### config.mk
export PLATFORM = sky130hd
export DESIGN_NAME = midi_note_decoder
export DESIGN_NICKNAME = d
export VERILOG_FILES = /design/src/rtl/midi_note_decoder.sv
export SDC_FILE = /design/constraint.sdc
export NUM_CORES = 1
export LEC_CHECK = 0
export CORE_MARGIN = 2
export CORE_UTILIZATION = 45
export CTS_CLUSTER_DIAMETER = 200
export DETAILED_ROUTE_END_ITERATION = 16
export PLACE_DENSITY = 0.64
export SLEW_MARGIN = 20
export SYNTH_ARGS = -nofsm -noshare
export SYNTH_HDL_FRONTEND = slang
export SYNTH_SLANG_ARGS = --single-unit
### constraint.sdc
create_clock -name Clk -period 7 [get_ports Clk]
set_input_delay 1.05 -clock Clk [delete_from_list [all_inputs] [get_ports Clk]]
set_output_delay 1.05 -clock Clk [all_outputs]
set_load 0.01 [all_outputs]
### src/rtl/midi_note_decoder.sv
// MIDI byte stream to monophonic note control with running status
// and a last-note-priority stack of held keys.
module midi_note_decoder #(
    parameter int STACK_DEPTH = 8
) (
    input  logic       Clk,
    input  logic       Reset,
    input  logic [7:0] byte_in,
    input  logic       byte_valid,
    input  logic [3:0] channel,
    input  logic       omni,
    output logic [6:0] note,
    output logic [6:0] velocity,
    output logic       key_on,
    output logic       note_load,
    output logic [4:0] held_count
);

    typedef enum logic [1:0] {
        NO_STATUS,
        WAIT_D1,
        WAIT_D2
    } state_t;

    state_t     state, state_n;
    logic [7:0] status, status_n;
    logic [6:0] d1, d1_n;
    logic       msg_done;
    logic [6:0] msg_d1, msg_d2;

    logic is_rt, is_sys, is_status, one_data;
    logic ch_ok, is_on, is_off, is_clr;

    logic       op_on, op_off, op_clr;
    logic [6:0] op_note, op_vel;

    logic [6:0] stk    [STACK_DEPTH];
    logic [6:0] stk_rm [STACK_DEPTH];
    logic [6:0] stk_on [STACK_DEPTH];
    logic [4:0] count, cnt_rm, cnt_on, hit_idx;
    logic [6:0] top_rm;
    logic       hit, was_top;

    assign is_rt     = byte_in[7:3] == 5'b11111;
    assign is_sys    = byte_in[7:3] == 5'b11110;
    assign is_status = byte_in[7] && (byte_in[7:4] != 4'hF);
    assign one_data  = (status[7:4] == 4'hC) || (status[7:4] == 4'hD);

    always_comb begin
        state_n  = state;
        status_n = status;
        d1_n     = d1;
        msg_done = 1'b0;
        msg_d1   = d1;
        msg_d2   = 7'd0;
        if (byte_valid) begin
            unique case (1'b1)
                is_rt: ;
                is_sys: begin
                    status_n = 8'd0;
                    state_n  = NO_STATUS;
                end
                is_status: begin
                    status_n = byte_in;
                    state_n  = WAIT_D1;
                end
                default: begin
                    unique case (state)
                        WAIT_D1: begin
                            d1_n   = byte_in[6:0];
                            msg_d1 = byte_in[6:0];
                            if (one_data) begin
                                msg_done = 1'b1;
                                state_n  = WAIT_D1;
                            end else begin
                                state_n = WAIT_D2;
                            end
                        end
                        WAIT_D2: begin
                            msg_done = 1'b1;
                            msg_d2   = byte_in[6:0];
                            state_n  = WAIT_D1;
                        end
                        default: ;
                    endcase
                end
            endcase
        end
    end

    assign ch_ok  = omni || (status[3:0] == channel);
    assign is_on  = msg_done && ch_ok && (status[7:4] == 4'h9)
                    && (msg_d2 != 7'd0);
    assign is_off = msg_done && ch_ok && ((status[7:4] == 4'h8)
                    || ((status[7:4] == 4'h9) && (msg_d2 == 7'd0)));
    assign is_clr = msg_done && ch_ok && (status[7:4] == 4'hB)
                    && (msg_d1 == 7'h7B);

    always_ff @(posedge Clk) begin
        if (Reset) begin
            state   <= NO_STATUS;
            status  <= 8'd0;
            d1      <= 7'd0;
            op_on   <= 1'b0;
            op_off  <= 1'b0;
            op_clr  <= 1'b0;
            op_note <= 7'd0;
            op_vel  <= 7'd0;
        end else begin
            state   <= state_n;
            status  <= status_n;
            d1      <= d1_n;
            op_on   <= is_on;
            op_off  <= is_off;
            op_clr  <= is_clr;
            op_note <= msg_d1;
            op_vel  <= msg_d2;
        end
    end

    // Search, remove-and-compact, then push (dropping oldest when full).
    always_comb begin
        hit     = 1'b0;
        hit_idx = 5'd0;
        for (int i = 0; i < STACK_DEPTH; i++) begin
            if (!hit && (5'(i) < count) && (stk[i] == op_note)) begin
                hit     = 1'b1;
                hit_idx = 5'(i);
            end
        end
        for (int i = 0; i < STACK_DEPTH; i++)
            stk_rm[i] = stk[i];
        for (int i = 0; i < STACK_DEPTH - 1; i++)
            if (hit && (5'(i) >= hit_idx))
                stk_rm[i] = stk[i+1];
        cnt_rm  = count - {4'd0, hit};
        was_top = hit && ((hit_idx + 5'd1) == count);
        top_rm  = 7'd0;
        for (int i = 0; i < STACK_DEPTH; i++)
            if ((5'(i) + 5'd1) == cnt_rm)
                top_rm = stk_rm[i];
        for (int i = 0; i < STACK_DEPTH; i++)
            stk_on[i] = stk_rm[i];
        if (cnt_rm == 5'(STACK_DEPTH)) begin
            for (int i = 0; i < STACK_DEPTH - 1; i++)
                stk_on[i] = stk_rm[i+1];
            stk_on[STACK_DEPTH-1] = op_note;
            cnt_on = cnt_rm;
        end else begin
            for (int i = 0; i < STACK_DEPTH; i++)
                if (5'(i) == cnt_rm)
                    stk_on[i] = op_note;
            cnt_on = cnt_rm + 5'd1;
        end
    end

    always_ff @(posedge Clk) begin
        if (Reset) begin
            for (int i = 0; i < STACK_DEPTH; i++)
                stk[i] <= 7'd0;
            count     <= 5'd0;
            note      <= 7'd0;
            velocity  <= 7'd0;
            note_load <= 1'b0;
        end else begin
            note_load <= 1'b0;
            if (op_on) begin
                stk       <= stk_on;
                count     <= cnt_on;
                note      <= op_note;
                velocity  <= op_vel;
                note_load <= 1'b1;
            end else if (op_off && hit) begin
                stk   <= stk_rm;
                count <= cnt_rm;
                if (was_top && (cnt_rm != 5'd0)) begin
                    note      <= top_rm;
                    note_load <= 1'b1;
                end
            end else if (op_clr) begin
                count <= 5'd0;
            end
        end
    end

    assign key_on     = count != 5'd0;
    assign held_count = count;

endmodule

==> flow_summary.yaml <==
status:
  outcome: "finished, final reports clean"
logic_synthesis:
  netlist_instances: 944
  yosysUniqueCellTypes: 63
  yosys-top-cells-area: "dfxtp_1 28%, mux2i_1 7.1%, a21oi_1 6.1%, nor2_1 5.5%, xor2_1 5.4%"
  ys_async_sr_fraction_pct: 0
  ys.warnings.count: 0
  ys_seq_area_share_pct: 28.3
  yosysTopAreaCellShare_pct: 28.3
  synth_edf_count: 0
  netlist_area_sq_um: 7290
  synth.most_common_cell: "nor2_1"
  average_cell_area_after_synthesis_sq_um: 7.72
  synthesized_flop_and_latch_total: 103
  postSynthNetCount: 971
  synthTopCellsByCount: "107 x nor2_1, 103 x dfxtp_1, 98 x nand2_1"
  synth_largest_area_cell: "dfxtp_1"
  postSynth.topFlopCell: "dfxtp_1"
sta:
  final-hold-violation-count: 0
  tmin_final_ns: 5.68
  layout_worst_path_cycle_share_pct: 81.1
  drv_slew: 0
  worst-slew-pin-transition_ns: 1.14
  timing.max_slew.rel_slack_pct: 22.3
  timing.fmax_mhz: 176
  hold_slack_ns: 0.473
  timing.final.setup_violations: 0
  setup_ws_ns: 1.32
  fin_setup_tns_ns: 0
  rsz0062_at_grt: "no"
  finClkSkew_ns: 0.0106
global_routing:
  grt_util_all_layers_pct: 28.3
  grt_overflow_total: 0
  grt_antenna_before_repair: 0
  grt_first_pass_wirelength_um: 39000
  largest_net_degree_at_the_start_of_global_routing: 51
  vias_in_the_first_global_route: 6809
critical_path:
  arrival_time_reported_for_the_critical_path_endpoint_ns: 5.93
  worst-r2r-setup-slack_ns: 1.32
  r2r_cells: 16
  startpoint_type: "flip-flop"
  crit-reg2reg-capture: "note[2]$_SDFFE_PP0P_"
  setup.worst_path.start: "op_note[2]$_SDFF_PP0_"
  worst_setup_path_endpoint: "note[2]$_SDFFE_PP0P_"
  r2r_start: "op_note[2]$_SDFF_PP0_"
  critical_path_required_ns: 7.25
  critPathKind: "flip-flop to flip-flop"
  cp-end-kind: "flip-flop"
  critical_path.max_fanout: 19
detailed_routing:
  route.detailed.vias_per_inst: 6.45
  drt_first_pass_iters: 6
  drt-wirelength-per-cell_um: 21.4
  vias: 7471
  dr.first_iter.drc_count: 880
  drt.antenna.violating_nets: 0
  route.detailed.drc: 0
  routed_wl_um: 24800
worst_hold_path:
  hold_path_class: "flip-flop to flip-flop"
clock_network:
  h-tree-depth: 3
  clk_root_buffer_cell: "clkbuf_16"
  worst_setup_hold_path_clk_slew_ns: 0.08
  cts.path.max_buffers: 2
  cts_setup_buffers: 0
  worst_skew_pair.late_latency_ns: 0.36
  clock_sinks: 103
  tritoncts.num_buffers: 9
  cts_resized: 0
  tritoncts: "yes"
  cts-hold-fix-buffers: 0
floorplanning:
  start_util_pct: 45.9
  full_die_area_sq_um: 17200
  placeableCoreArea_sq_um: 15900
  dieHeight_um: 131
  fp-row-count: 46
  ios: 37
  die_x_um: 131
placement:
  numPortBuffers: 36
  dp_cells: 1142
  routabilityCongestion: 0.963
  post_detail_place_hpwl_um: 17700
  preCtsSetupSlack_ns: 1.60
power:
  ir_worst_vdd_uv: 187
  total_leakage_power_nw: 3.16
  power-per-cell-area_nw_per_um2: 148
layout:
  antenna-diode-count: 0
  layout.cells.non_filler: 1159
  area_growth_syn_to_layout_pct: 11.6
  fillcell_total: 1583
  drive_above_1_share_pct: 7.21
  finalNetCount: 965
run:
  max_cap_viol_count: 0
## logic make-up (layout without fill, tap and decap cells)
logic type               after synthesis  count (layout)  synth area share [%]
multiplexers                          63              63                  8.84
flip-flops                           103             103                  28.3
XOR/XNOR                              71              71                  8.53
buffers and inverters                 90              89                  4.84
AND/OR/NAND/NOR                      336             336                  22.0
adder cells (fa/ha/maj)               11              11                  1.89
AO/OA/AOI/OAI                        270             270                  25.6
## sequential cells by signal, indices dropped and copies added (netlist names)
register    flops
status          8
op_on           1
note_load       1
stk            56
note            7
op_vel          7
held_count      5
op_off          1
velocity        7
op_clr          1
op_note         7
state           2
## worst min-delay path by stage
stage               depth (start not counted)                  endpoint              startpoint  slack, ns
detailed placement                          2  velocity[6]$_SDFFE_PP0P_    op_vel[6]$_SDFF_PP0_       0.46
global placement                            2  velocity[0]$_SDFFE_PP0P_    op_vel[0]$_SDFF_PP0_       0.46
finish                                      2  velocity[0]$_SDFFE_PP0P_    op_vel[0]$_SDFF_PP0_       0.47
CTS                                         2  velocity[0]$_SDFFE_PP0P_    op_vel[0]$_SDFF_PP0_       0.48
floorplan                                   2  velocity[0]$_SDFFE_PP0P_    op_vel[0]$_SDFF_PP0_       0.44
global route                                1    status[7]$_SDFFE_PP0P_  status[7]$_SDFFE_PP0P_       0.51
## power breakdown
group	switching [mW]	total (mW)	internal, mW
logic	0.0363	0.0570	0.0207
clock network	0.267	0.556	0.290
registers	0.00448	0.593	0.589
total	0.307	1.21	0.900
## worst max-delay path, cell delays in order, from the launching register on
cell       delay (ns)
dfxtp_1          0.58
buf_4            0.31
xnor2_1          0.16
nand2_1          0.07
a2111oi_0        0.95
nand4b_1         0.34
or2_2            0.16
ha_1             0.18
nand2b_1         0.11
xnor2_1          0.13
o31ai_1          0.51
nand3_1          0.67
nand3b_1         0.49
nor2_1           0.11
nor3_1           0.37
a21oi_1          0.10
a221o_1          0.33
## placed cells by master (no fill, tap or decap), types with 5 or more instances in the layout
cell type and instances:
dfxtp_1 102, buf_4 18, and2_1 16, nand2_1 98
inv_1 18, and3_1 5, mux2i_1 52, a221o_1 18
o311a_1 5, o31ai_1 7, o22ai_1 12, nor2_1 105
nand4_1 7, o221a_2 6, o21ai_0 33, clkbuf_16 9
nor3_1 30, nor4_1 9, a311oi_1 5, a221oi_1 25
clkdlybuf4s50_1 35, xnor2_1 26, a22o_1 9, a211oi_1 11
xor2_1 45, a21oi_1 89, mux2_2 11, nor2b_1 10
o2bb2ai_1 5, nand3b_1 5, nand3_1 27, ha_1 11
## per-stage QoR
| stage | util, % | total power [mW] | instance area (sq um) |
|---|---|---|---|
| 5_1_grt | 51.2 | 1.24 | 8130 |
| 2_1_floorplan | - | 0.639 | 7290 |
| 3_3_place_gp | 49.0 | 0.663 | 7780 |
| 4_1_cts | 51.0 | 1.22 | 8100 |
| 3_5_place_dp | 49.0 | 0.663 | 7780 |
| 6_report | 51.2 | 1.21 | 8130 |
## routing by layer
metal / track usage, % / vias up / share of wire, %
li1: - / 3440 / -
met1: 39.6 / 3530 / 43
met2: 43.8 / 446 / 44
met3: 5.71 / 55 / 9.4
met4: 9.18 / 0 / 2.6
met5: 0 / - / 0
## cell type report
class	instances	area, sq um	share of cell area, %
multi-input combinational	751	4880	60.1
sequential	103	2070	25.4
timing repair buffer	55	518	6.37
tap	216	270	3.32
clock buffer	9	225	2.77
clock inverter	7	100	1.23
inverter	18	67.6	0.831
(Power assumes the default switching activity.)
